===== src/rtl/mem_stage_pkg.sv =====
// Shared mycpu constants, bus layouts and MEM-stage state codes.
package mem_stage_pkg;

   localparam int unsigned ES_TO_MS_BUS_WD = 74;
   localparam int unsigned MS_TO_WS_BUS_WD = 70;
   localparam int unsigned HAZARD_BUS_WD   = 7;

   localparam logic [2:0] LD_W  = 3'd0;
   localparam logic [2:0] LD_B  = 3'd1;
   localparam logic [2:0] LD_BU = 3'd2;
   localparam logic [2:0] LD_H  = 3'd3;
   localparam logic [2:0] LD_HU = 3'd4;

   typedef enum logic [1:0] {
      MS_EMPTY = 2'd0,
      MS_WAIT  = 2'd1,
      MS_READY = 2'd2
   } ms_state_e;

   typedef struct packed {
      logic [2:0]  ld_type;
      logic        res_from_mem;
      logic        gr_we;
      logic [4:0]  dest;
      logic [31:0] alu_result;
      logic [31:0] pc;
   } es_to_ms_t;

   typedef struct packed {
      logic        gr_we;
      logic [4:0]  dest;
      logic [31:0] final_result;
      logic [31:0] pc;
   } ms_to_ws_t;

endpackage


===== src/rtl/mem_stage_load_align.sv =====
// Selects and extends the byte/halfword addressed by a load from the returned word.
module mem_stage_load_align
   import mem_stage_pkg::*;
(
   input  logic [2:0]  ld_type,
   input  logic [1:0]  addr_lo,
   input  logic [31:0] word,
   output logic [31:0] result
);

   logic [7:0]  byte_sel;
   logic [15:0] half_sel;

   always_comb begin
      byte_sel = word[7:0];
      case (addr_lo)
         2'd0:    byte_sel = word[7:0];
         2'd1:    byte_sel = word[15:8];
         2'd2:    byte_sel = word[23:16];
         default: byte_sel = word[31:24];
      endcase
      // addr_lo[0] is ignored for halfwords; misalignment is not trapped here
      half_sel = addr_lo[1] ? word[31:16] : word[15:0];

      result = word;
      case (ld_type)
         LD_B:    result = {{24{byte_sel[7]}}, byte_sel};
         LD_BU:   result = {24'd0, byte_sel};
         LD_H:    result = {{16{half_sel[15]}}, half_sel};
         LD_HU:   result = {16'd0, half_sel};
         default: result = word;
      endcase
   end

endmodule


===== src/rtl/mem_stage.sv =====
// mycpu memory-access stage: latches EXE result, waits for load data, aligns it
// and hands the finished instruction to WB, with hazard/forward info for ID.
module mem_stage
   import mem_stage_pkg::*;
(
   input  logic                       clk,
   input  logic                       resetn,
   output logic                       ms_allowin,
   input  logic                       es_to_ms_valid,
   input  logic [ES_TO_MS_BUS_WD-1:0] es_to_ms_bus,
   input  logic                       ws_allowin,
   output logic                       ms_to_ws_valid,
   output logic [MS_TO_WS_BUS_WD-1:0] ms_to_ws_bus,
   input  logic                       data_sram_data_ok,
   input  logic [31:0]                data_sram_rdata,
   output logic [HAZARD_BUS_WD-1:0]   ms_hazard_bus,
   output logic                       ms_ld_pending,
   output logic [31:0]                ms_forward
);

   ms_state_e   state, state_nxt, entry_state;
   es_to_ms_t   es_bus, bus_r;
   ms_to_ws_t   ws_bus;
   logic [31:0] rdata_r;
   logic [31:0] load_src, aligned, final_result;
   logic        ms_valid, ms_ready_go, accept, capture;

   assign es_bus = es_to_ms_t'(es_to_ms_bus);

   // Handshake and next-state logic
   always_comb begin
      ms_valid    = (state != MS_EMPTY);
      ms_ready_go = (state == MS_READY) || ((state == MS_WAIT) && data_sram_data_ok);
      ms_allowin  = !ms_valid || (ms_ready_go && ws_allowin);
      accept      = es_to_ms_valid && ms_allowin;
      entry_state = es_bus.res_from_mem ? MS_WAIT : MS_READY;
      capture     = (state == MS_WAIT) && data_sram_data_ok && !ws_allowin;
      state_nxt   = state;
      case (state)
         MS_EMPTY: begin
            if (accept) state_nxt = entry_state;
         end
         MS_WAIT: begin
            if (data_sram_data_ok) begin
               if (ws_allowin) state_nxt = accept ? entry_state : MS_EMPTY;
               else            state_nxt = MS_READY;
            end
         end
         MS_READY: begin
            if (ws_allowin) state_nxt = accept ? entry_state : MS_EMPTY;
         end
         default: state_nxt = MS_EMPTY;
      endcase
   end

   always_ff @(posedge clk or negedge resetn) begin
      if (!resetn) state <= MS_EMPTY;
      else         state <= state_nxt;
   end

   always_ff @(posedge clk or negedge resetn) begin
      if (!resetn)     bus_r <= '0;
      else if (accept) bus_r <= es_bus;
   end

   // Holds load data only when WB stalls in the data_ok cycle
   always_ff @(posedge clk or negedge resetn) begin
      if (!resetn)      rdata_r <= 32'd0;
      else if (capture) rdata_r <= data_sram_rdata;
   end

   assign load_src = (state == MS_READY) ? rdata_r : data_sram_rdata;

   mem_stage_load_align u_load_align (
      .ld_type (bus_r.ld_type),
      .addr_lo (bus_r.alu_result[1:0]),
      .word    (load_src),
      .result  (aligned)
   );

   assign final_result = bus_r.res_from_mem ? aligned : bus_r.alu_result;

   always_comb begin
      ws_bus.gr_we        = bus_r.gr_we;
      ws_bus.dest         = bus_r.dest;
      ws_bus.final_result = final_result;
      ws_bus.pc           = bus_r.pc;
   end

   assign ms_to_ws_valid = ms_valid && ms_ready_go;
   assign ms_to_ws_bus   = ws_bus;
   assign ms_hazard_bus  = {ms_valid, bus_r.gr_we, bus_r.dest};
   assign ms_ld_pending  = (state == MS_WAIT) && !data_sram_data_ok;
   assign ms_forward     = final_result;

endmodule


===== config.mk =====
export PLATFORM = sky130hd
export DESIGN_NAME = mem_stage
export DESIGN_NICKNAME = d
export VERILOG_FILES = /design/src/rtl/mem_stage_pkg.sv /design/src/rtl/mem_stage_load_align.sv /design/src/rtl/mem_stage.sv
export SDC_FILE = /design/constraint.sdc
export NUM_CORES = 1
export LEC_CHECK = 0
export ABC_CLOCK_PERIOD_IN_PS = 3050
export BUFFER_PORTS_ARGS = -buffer_cell sky130_fd_sc_hd__buf_2
export CORE_ASPECT_RATIO = 0.6
export CORE_MARGIN = 2
export CORE_UTILIZATION = 51
export CTS_BUF_LIST = sky130_fd_sc_hd__clkbuf_8
export CTS_CLUSTER_DIAMETER = 200
export DETAILED_ROUTE_END_ITERATION = 6
export GPL_TIMING_DRIVEN = 0
export PLACE_DENSITY = 0.82
export SKIP_CTS_REPAIR_TIMING = 1
export SKIP_LAST_GASP = 1
export SLEW_MARGIN = 20
export SYNTH_ARGS = -nofsm -noshare
export SYNTH_HDL_FRONTEND = slang
export SYNTH_SLANG_ARGS = --single-unit

===== constraint.sdc =====
create_clock -name clk -period 3.05 [get_ports clk]
set_input_delay 0.7625 -clock clk [delete_from_list [all_inputs] [get_ports clk]]
set_output_delay 0.7625 -clock clk [all_outputs]
set_load 0.01 [all_outputs]

==> results.toml, run 1 <==
[setup_path]
cp.depth = 11
rr_startpoint = "state[0]$_DFFE_PN0P_"
cp_top_family = "buffers and inverters"
end_kind = "output pin"
r2r_cells = 8
start_kind = "register"
cp_cell_sequence = "buf_6 > nand2b_4 > buf_12 > mux4_2 > o211a_4 > a21oi_4 > buf_12 > clkbuf_16 > a21oi_2 > buf_4 > buf_6"
crit_path_top_delay_cell = "mux4_2"
path_buf_inv = 6
cp_max_fo = 8
crit_start = "state[0]$_DFFE_PN0P_"
critPathMaxStageDelay_ns = 0.55
reg2reg_slack_ns = 0.76
crit_required_ns = 2.29
crit_arrival_ns = 2.60
criticalPathCategory = "reg2out"

[sta]
tightest_slew_ns = 0.834
relSlewSlack_pct = 44.4
hold_viol_final = 0
setup_violations = 62
rsz0062_at_grt = "true"
layout_setup_ws_ns = -0.313
final.setup.tns_ns = -12.70
skew_ns = 0.00911
post-route-period-util_pct = 110
fmax_ghz = 0.297
period_minus_slack_ns = 3.36
slew_viol_final = 0

[yosys]
synthesis.area_mm2 = 0.00620
yosysSeqAreaShare_pct = 43.6
synth_nets = 645
synthArstFlopShare_pct = 100
yosys.cell_types.count = 53
ys.flop_type = "dfrtp_1"
yosys_warnings = 0
ys_ff_latch = 108
syn-instance-count = 534
synth_edf_count = 0
avgSynthCellArea_um2 = 11.6

[clock_network]
cts.path.max_buffers = 2
cts_buffers = 9
cts_num_sinks = 108
clk_pin_slew_ns = 0.11
htree_num_levels = 3
cts_tree = "done"
clock_latency_ns = 0.39
clock-root-buffer = "clkbuf_8"

[global_route]
grt_max_degree = 59
gr-total-overflow = 0
grt_pass1_wl_um = 26400
first_global_vias = 4849
track_usage_pct = 26.8
antenna_found_initial = 0

[worst_hold_path]
hp-class = "in2async"

[floorplan]
core_area_mm2 = 0.0119
start_util_pct = 51.9
num_rows = 31
die_height_um = 89.4
die_x_um = 146
pin_count = 223
die-area_mm2 = 0.0131

[cells_and_area]
drive_gt1_share_pct = 68.1
diodes = 0
fin_nets = 890
syn_to_final_growth_pct = 38.2
fill_cells = 921
mostFrequentLayoutCell = "buf_2"
fin_area_mm2 = 0.00857
most-common-layout-cells = "buf_2 (207), mux2_2 (108), dfrtp_1 (106)"

[detailed_routing]
drt_iter0_markers = 341
met3WireLength_um = 1750
wl_met2_um = 8590
via_per_inst = 5.46
wl_per_cell_um = 19.9
vias = 5178
m1WireLength_um = 8300
dr.pass1.iters = 5
top_layer_used = "met4"
routed_wl_um = 18900
drc = 0
ant_nets = 0

[placed_design]
place.gp.congestion = 0.959
portBuffers = 222
dp_hpwl_um = 14200
dpl_cell_area_mm2 = 0.00755

[pwr]
leakagePower_nw = 3.97
p_per_area_mw_per_mm2 = 788
peakVddDrop_v = 0.000402

[outcome]
status = "complete, but fails checks"
violations = "setup timing"

[run]
maxCapViolCount = 0
stage by stage:
step	hold WS [ns]	setup WS, ns	std cells	total power (W)	utilization, %
final	0.277	-0.313	949	0.00675	71.7
after global routing	0.314	-0.376	949	0.00707	71.7
after CTS	0.311	-0.650	938	0.00604	65.0
after detailed placement	0.494	-0.237	922	0.00510	63.2
after global placement	0.485	-0.271	921	0.00499	62.9
after floorplan	0.467	0.286	534	0.00404	-
Yosys cell counts (3+ instances only):
| cell | number | area (um^2) |
|---|---|---|
| mux2i_1 | 32 | 320 |
| a31oi_1 | 9 | 56.3 |
| buf_6 | 3 | 33.8 |
| nand3_1 | 13 | 65.1 |
| buf_2 | 8 | 40.0 |
| nand2_1 | 18 | 67.6 |
| o21a_1 | 15 | 113 |
| o21ai_0 | 9 | 45.0 |
| clkbuf_1 | 17 | 63.8 |
| o22a_1 | 6 | 52.6 |
| a21oi_2 | 11 | 96.3 |
| mux4_2 | 7 | 158 |
| nor2b_1 | 3 | 18.8 |
| a21oi_1 | 10 | 50.1 |
| mux2_2 | 108 | 1220 |
| buf_4 | 80 | 601 |
| inv_1 | 3 | 11.3 |
| dfrtp_1 | 108 | 2700 |
| nor2_1 | 28 | 105 |
| o221ai_1 | 7 | 61.3 |
state kept, by name (all words and copies together) (netlist names):
name / flops
state: 2
ms_to_ws_bus: 32
bus_r: 36
ms_hazard_bus: 6
rdata_r: 32
area by class of cell:
| type | count | area, um^2 | share of cell area (%) |
|---|---|---|---|
| Multi-Input combinational cell | 312 | 3190 | 37.2 |
| Sequential cell | 108 | 2710 | 31.6 |
| Timing Repair Buffer | 235 | 1430 | 16.6 |
| Buffer | 108 | 812 | 9.48 |
| Tap cell | 165 | 206 | 2.41 |
| Clock buffer | 11 | 151 | 1.77 |
| Clock inverter | 5 | 58.8 | 0.686 |
| Inverter | 5 | 18.8 | 0.219 |
power breakdown:
group          total (W)  internal [W]  switching (W)
Clock           0.000939      0.000428       0.000511
Combinational    0.00368       0.00194        0.00174
Sequential       0.00213       0.00183       0.000298
cells by family after synthesis:
group                    share of synthesized area, %
AO/OA/AOI/OAI                                    10.2
multiplexers                                     27.3
XOR/XNOR                                        0.424
buffers and inverters                            12.3
flip-flops                                       43.6
adder cells (fa/ha/maj)                         0.161
AND/OR/NAND/NOR                                  6.02
worst paths after layout:
| path | endpoint |
|---|---|
| max reg2reg | bus_r[59]$_DFFE_PN0N_ |
| max | ms_to_ws_bus[56] |
| min | bus_r[54]$_DFFE_PN0N_ |
| min reg2reg | bus_r[47]$_DFFE_PN0N_ |
| max in group asynchronous | bus_r[71]$_DFFE_PN0N_ |
| min in group clk | bus_r[47]$_DFFE_PN0N_ |
metal layers:
metal	vias up	global-route usage (%)
met2	228	40.5
met1	2593	39.5
met5	-	0
met3	24	6.79
met4	0	5.30
li1	2333	-
(Power assumes the default switching activity.)
==> run 2, diff against run 1 <==
==> constraint.sdc (replaced) <==
create_clock -name clk -period 3.05 [get_ports clk]
set_input_delay 0.305 -clock clk [delete_from_list [all_inputs] [get_ports clk]]
set_output_delay 0.305 -clock clk [all_outputs]
set_load 0.01 [all_outputs]
==> results.toml, run 2 (synthesis gave the netlist of run 1 again) <==
[outcome]
status = "completed"

[cells_and_area]
syn_to_final_growth_pct = 27.2
fin_nets = 882
fill_cells = 1006
mostFrequentLayoutCell = "buf_2"
largest_reg_flops = 36
most-common-layout-cells = "buf_2 (229), mux2_2 (108), dfrtp_1 (107)"
top_register = "bus_r"
drive_gt1_share_pct = 61.7
diodes = 0
layout.area.seq_mm2 = 0.00270
final_util_pct = 66.0
fin_cells = 941
multi_input_area_mm2 = 0.00281

[pwr]
peakVddDrop_v = 0.000350
switching_share_pct = 37.4
leakagePower_nw = 3.83
p_sw_w = 0.00229
clkPwrFrac_pct = 15.2
combPwrFrac_pct = 50.7
p_per_area_mw_per_mm2 = 775
p_int_w = 0.00382
seq_power_share_pct = 34.2

[sta]
period_minus_slack_ns = 3.01
rsz0062_at_grt = "true"
layout_setup_ws_ns = 0.0359
skew_ns = 0.00779
whs_ns = 0.147
fmax_ghz = 0.332
slew_viol_final = 0
setup_violations = 0
post-route-period-util_pct = 98.8
relSlewSlack_pct = 47.1
tightest_slew_ns = 0.794
hold_viol_final = 0

[setup_path]
crit_path_top_delay_cell = "mux2i_1"
cp_top_family = "buffers and inverters"
cp_cell_sequence = "buf_6 > nand2b_4 > buf_6 > buf_4 > mux2i_1 > mux4_2 > nor2_1 > o22a_1 > buf_4 > buf_2"
crit_required_ns = 2.74
start_kind = "register"
crit_arrival_ns = 2.71
path_buf_inv = 5
cp_max_fo = 10
end_kind = "output pin"
criticalPathCategory = "reg2out"
critPathMaxStageDelay_ns = 0.47

[run]
maxCapViolCount = 0

[floorplan]
num_rows = 31
die_x_um = 146
pin_count = 223
start_util_pct = 51.9
die_height_um = 89.4
core_area_mm2 = 0.0119
die-area_mm2 = 0.0131

[detailed_routing]
m1WireLength_um = 8220
ant_nets = 0
via_per_inst = 5.38
wl_per_cell_um = 19.1
top_layer_used = "met4"
wl_met2_um = 8030
drc = 0
drt_iter0_markers = 333
vias = 5065
met3WireLength_um = 1580
dr.pass1.iters = 5
routed_wl_um = 18000

[global_route]
antenna_found_initial = 0
gr-total-overflow = 0
first_global_vias = 4849
track_usage_pct = 26.8
grt_max_degree = 59
grt_pass1_wl_um = 26400

[clock_network]
clock_latency_ns = 0.38
clock-root-buffer = "clkbuf_8"
htree_num_levels = 3
cts.path.max_buffers = 2
clk_pin_slew_ns = 0.10
cts_num_sinks = 108
cts_tree = "done"
cts_buffers = 9

[placed_design]
dp_hpwl_um = 14200
dp_cells = 922
pre_cts_slack_ns = 0.220
place.gp.congestion = 0.959
portBuffers = 222

[worst_hold_path]
hp-class = "in2reg"
==> run 2: changes by cell type in the layout (fill, tap and decap cells not counted), sizes merged <==
cell         previous run  this run
dlygate4sd3             0         1
buf                   326       317
==> run 2: per-stage QoR <==
step / power (W) / instance area [um^2] / TNS (ns)
after floorplan: 0.00404 / 6200 / 0
after global placement: 0.00499 / 7520 / 0
after detailed placement: 0.00510 / 7550 / 0
after CTS: 0.00604 / 7760 / -3.28
after global routing: 0.00644 / 7880 / -0.201
final: 0.00611 / 7880 / 0
==> run 2: cell type report <==
cell class / instances / area share (%)
Clock inverter: 5 / 0.746
Sequential cell: 108 / 34.3
Multi-Input combinational cell: 312 / 35.7
Buffer: 109 / 9.49
Timing Repair Buffer: 226 / 15.0
Tap cell: 165 / 2.62
Clock buffer: 11 / 1.92
Inverter: 5 / 0.238
==> run 2: final timing paths <==
kind                            slack, ns  cells past startpoint                          end             startpoint
worst max-delay path                 0.04                     10             ms_to_ws_bus[38]   state[0]$_DFFE_PN0P_
min in group asynchronous            0.41                      2        bus_r[54]$_DFFE_PN0N_                 resetn
worst min-delay path                 0.15                      2        bus_r[56]$_DFFE_PN0N_       es_to_ms_bus[56]
max in group asynchronous            1.98                      3  ms_to_ws_bus[6]$_DFFE_PN0N_                 resetn
worst min register to register       0.51                      1        bus_r[47]$_DFFE_PN0N_  bus_r[47]$_DFFE_PN0N_
worst max register to register       0.90                      4      rdata_r[14]$_DFFE_PN0P_   state[1]$_DFFE_PN0P_
==> run 2: worst reg2reg max path, stage by stage, from the launching register on <==
cell and delay [ns]:
dfrtp_2 0.48, nand3b_1 0.20, nor2_1 0.29, clkbuf_1 0.65
mux2_2 0.42
==> run 2: power groups by stage <==
| stage | combinational, W | sequential (W) | clock [W] |
|---|---|---|---|
| 2_1_floorplan | 0.00203 | 0.00201 | 0 |
| 3_3_place_gp | 0.00292 | 0.00207 | 0 |
| 3_5_place_dp | 0.00300 | 0.00210 | 0 |
| 4_1_cts | 0.00301 | 0.00207 | 0.000952 |
| 5_1_grt | 0.00331 | 0.00213 | 0.00100 |
| 6_report | 0.00309 | 0.00209 | 0.000926 |
==> run 2: metal layers <==
metal	vias up	GRT usage, %
li1	2312	-
met1	2514	39.5
met2	226	40.5
met3	13	6.79
met4	0	5.30
met5	-	0
==> run 3, diff against run 2 <==
Settings changed: BUFFER_PORTS_ARGS -buffer_cell sky130_fd_sc_hd__buf_2 to -buffer_cell sky130_fd_sc_hd__buf_4, SETUP_SLACK_MARGIN set to 0.05.
==> results.toml, run 3 (synthesis gave the netlist of run 1 again) <==
[floorplan]
num_rows = 31
die_x_um = 146
core_area_mm2 = 0.0119
die_height_um = 89.4
die-area_mm2 = 0.0131
start_util_pct = 51.9
pin_count = 223

[sta]
skew_ns = 0.0105
relSlewSlack_pct = 43.3
fmax_ghz = 0.337
tightest_slew_ns = 0.850
slew_viol_final = 0
setup_violations = 0
rsz0062_at_grt = "true"
hold_viol_final = 0
post-route-period-util_pct = 97.3
period_minus_slack_ns = 2.97
final.setup.tns_ns = 0

[detailed_routing]
routed_wl_um = 18500
drc = 0
drt_iter0_markers = 384
via_per_inst = 5.43
wl_per_cell_um = 19.7
vias = 5104
ant_nets = 0
dr.pass1.iters = 5

[setup_path]
crit_required_ns = 2.74
criticalPathCategory = "reg2out"
start_kind = "register"
end_kind = "output pin"
cp_max_fo = 10
crit_arrival_ns = 2.66
cp_cell_sequence = "buf_6 > nand2b_4 > buf_8 > buf_6 > mux2i_4 > mux4_2 > nor2_2 > o22a_1 > buf_4 > buf_4"
critPathMaxStageDelay_ns = 0.50
crit_path_top_delay_cell = "mux4_2"

[run]
maxCapViolCount = 0

[cells_and_area]
largest_reg_flops = 36
syn_to_final_growth_pct = 37.9
fin_area_mm2 = 0.00855
fill_cells = 905
most-common-layout-cells = "buf_4 (300), mux2_2 (108), dfrtp_1 (107)"
layout.area.seq_mm2 = 0.00270
multi_input_area_mm2 = 0.00295
drive_gt1_share_pct = 63.4
final_util_pct = 71.5
fin_nets = 882
top_register = "bus_r"
mostFrequentLayoutCell = "buf_4"

[clock_network]
cts_num_sinks = 108
cts_buffers = 9
cts.path.max_buffers = 2
cts_tree = "done"
htree_num_levels = 3
clk_pin_slew_ns = 0.10
clock_latency_ns = 0.38
clock-root-buffer = "clkbuf_8"

[pwr]
peakVddDrop_v = 0.000461
seq_power_share_pct = 32.5
power.total_w = 0.00648
clkPwrFrac_pct = 13.4
switching_share_pct = 36.5
combPwrFrac_pct = 54.1
leakagePower_nw = 4.00
p_sw_w = 0.00236
p_per_area_mw_per_mm2 = 758
p_int_w = 0.00412

[placed_design]
portBuffers = 222
place.gp.congestion = 0.952
dp_hpwl_um = 14100
dpl_cell_area_mm2 = 0.00808

[global_route]
track_usage_pct = 27.6
first_global_vias = 4872
gr-total-overflow = 0
grt_max_degree = 109
antenna_found_initial = 1
grt_pass1_wl_um = 27300

[worst_hold_path]
hp-class = "in2reg"

[outcome]
status = "completed"
-- run 3: area by class of cell --
class | count | area share (%)
flip-flops and latches | 108 | 31.6
clock buffers | 9 | 1.45
inverters | 5 | 0.220
multi-input cells | 312 | 34.5
well taps | 165 | 2.42
diodes | 1 | 0.0293
repair buffers | 226 | 20.2
clock inverters | 5 | 0.644
plain buffers | 109 | 8.90
-- run 3: path summary, 6_finish.rpt --
check	start	endpoint	slack [ns]	cells past startpoint
min in group asynchronous	resetn	bus_r[53]$_DFFE_PN0N_	0.42	2
setup reg to reg	state[0]$_DFFE_PN0P_	ms_hazard_bus[4]$_DFFE_PN0N_	0.83	7
max in group asynchronous	resetn	state[1]$_DFFE_PN0P_	1.94	3
hold reg to reg	ms_to_ws_bus[28]$_DFFE_PN0N_	ms_to_ws_bus[28]$_DFFE_PN0N_	0.51	1
hold / removal	es_to_ms_bus[29]	ms_to_ws_bus[29]$_DFFE_PN0N_	0.15	2
setup / recovery	state[0]$_DFFE_PN0P_	ms_to_ws_bus[34]	0.08	10
-- run 3: metrics by stage --
stage / setup WS, ns / hold WS [ns] / cells
floorplan: 0.824 / 0.00941 / 534
global placement: 0.257 / 0.485 / 921
detailed placement: 0.219 / 0.493 / 921
CTS: -0.222 / 0.101 / 935
global route: 0.0178 / 0.131 / 939
finish: 0.0825 / 0.148 / 940
-- run 3: metal layers --
layer	track usage, %	up-vias	share of wire (%)
met1	40.6	2569	46
met3	7.35	10	8.7
met5	0	-	0
met4	5.38	0	0.61
met2	41.7	218	45
li1	-	2307	-
-- run 3: power by group through the flow --
stage	Combinational (W)	Clock (W)	Sequential (W)
after floorplan	0.00203	0	0.00201
after global placement	0.00326	0	0.00206
after detailed placement	0.00333	0	0.00209
after CTS	0.00334	0.000883	0.00206
after global routing	0.00373	0.000933	0.00215
final	0.00351	0.000866	0.00211
-- run 3: worst max-delay path, delay by kind of cell (launching register included) --
family	cells	cell delay (ns)
compound gates	1	0.20
buf+inv	5	0.69
flops	1	0.39
mux	2	0.73
simple gates	2	0.27
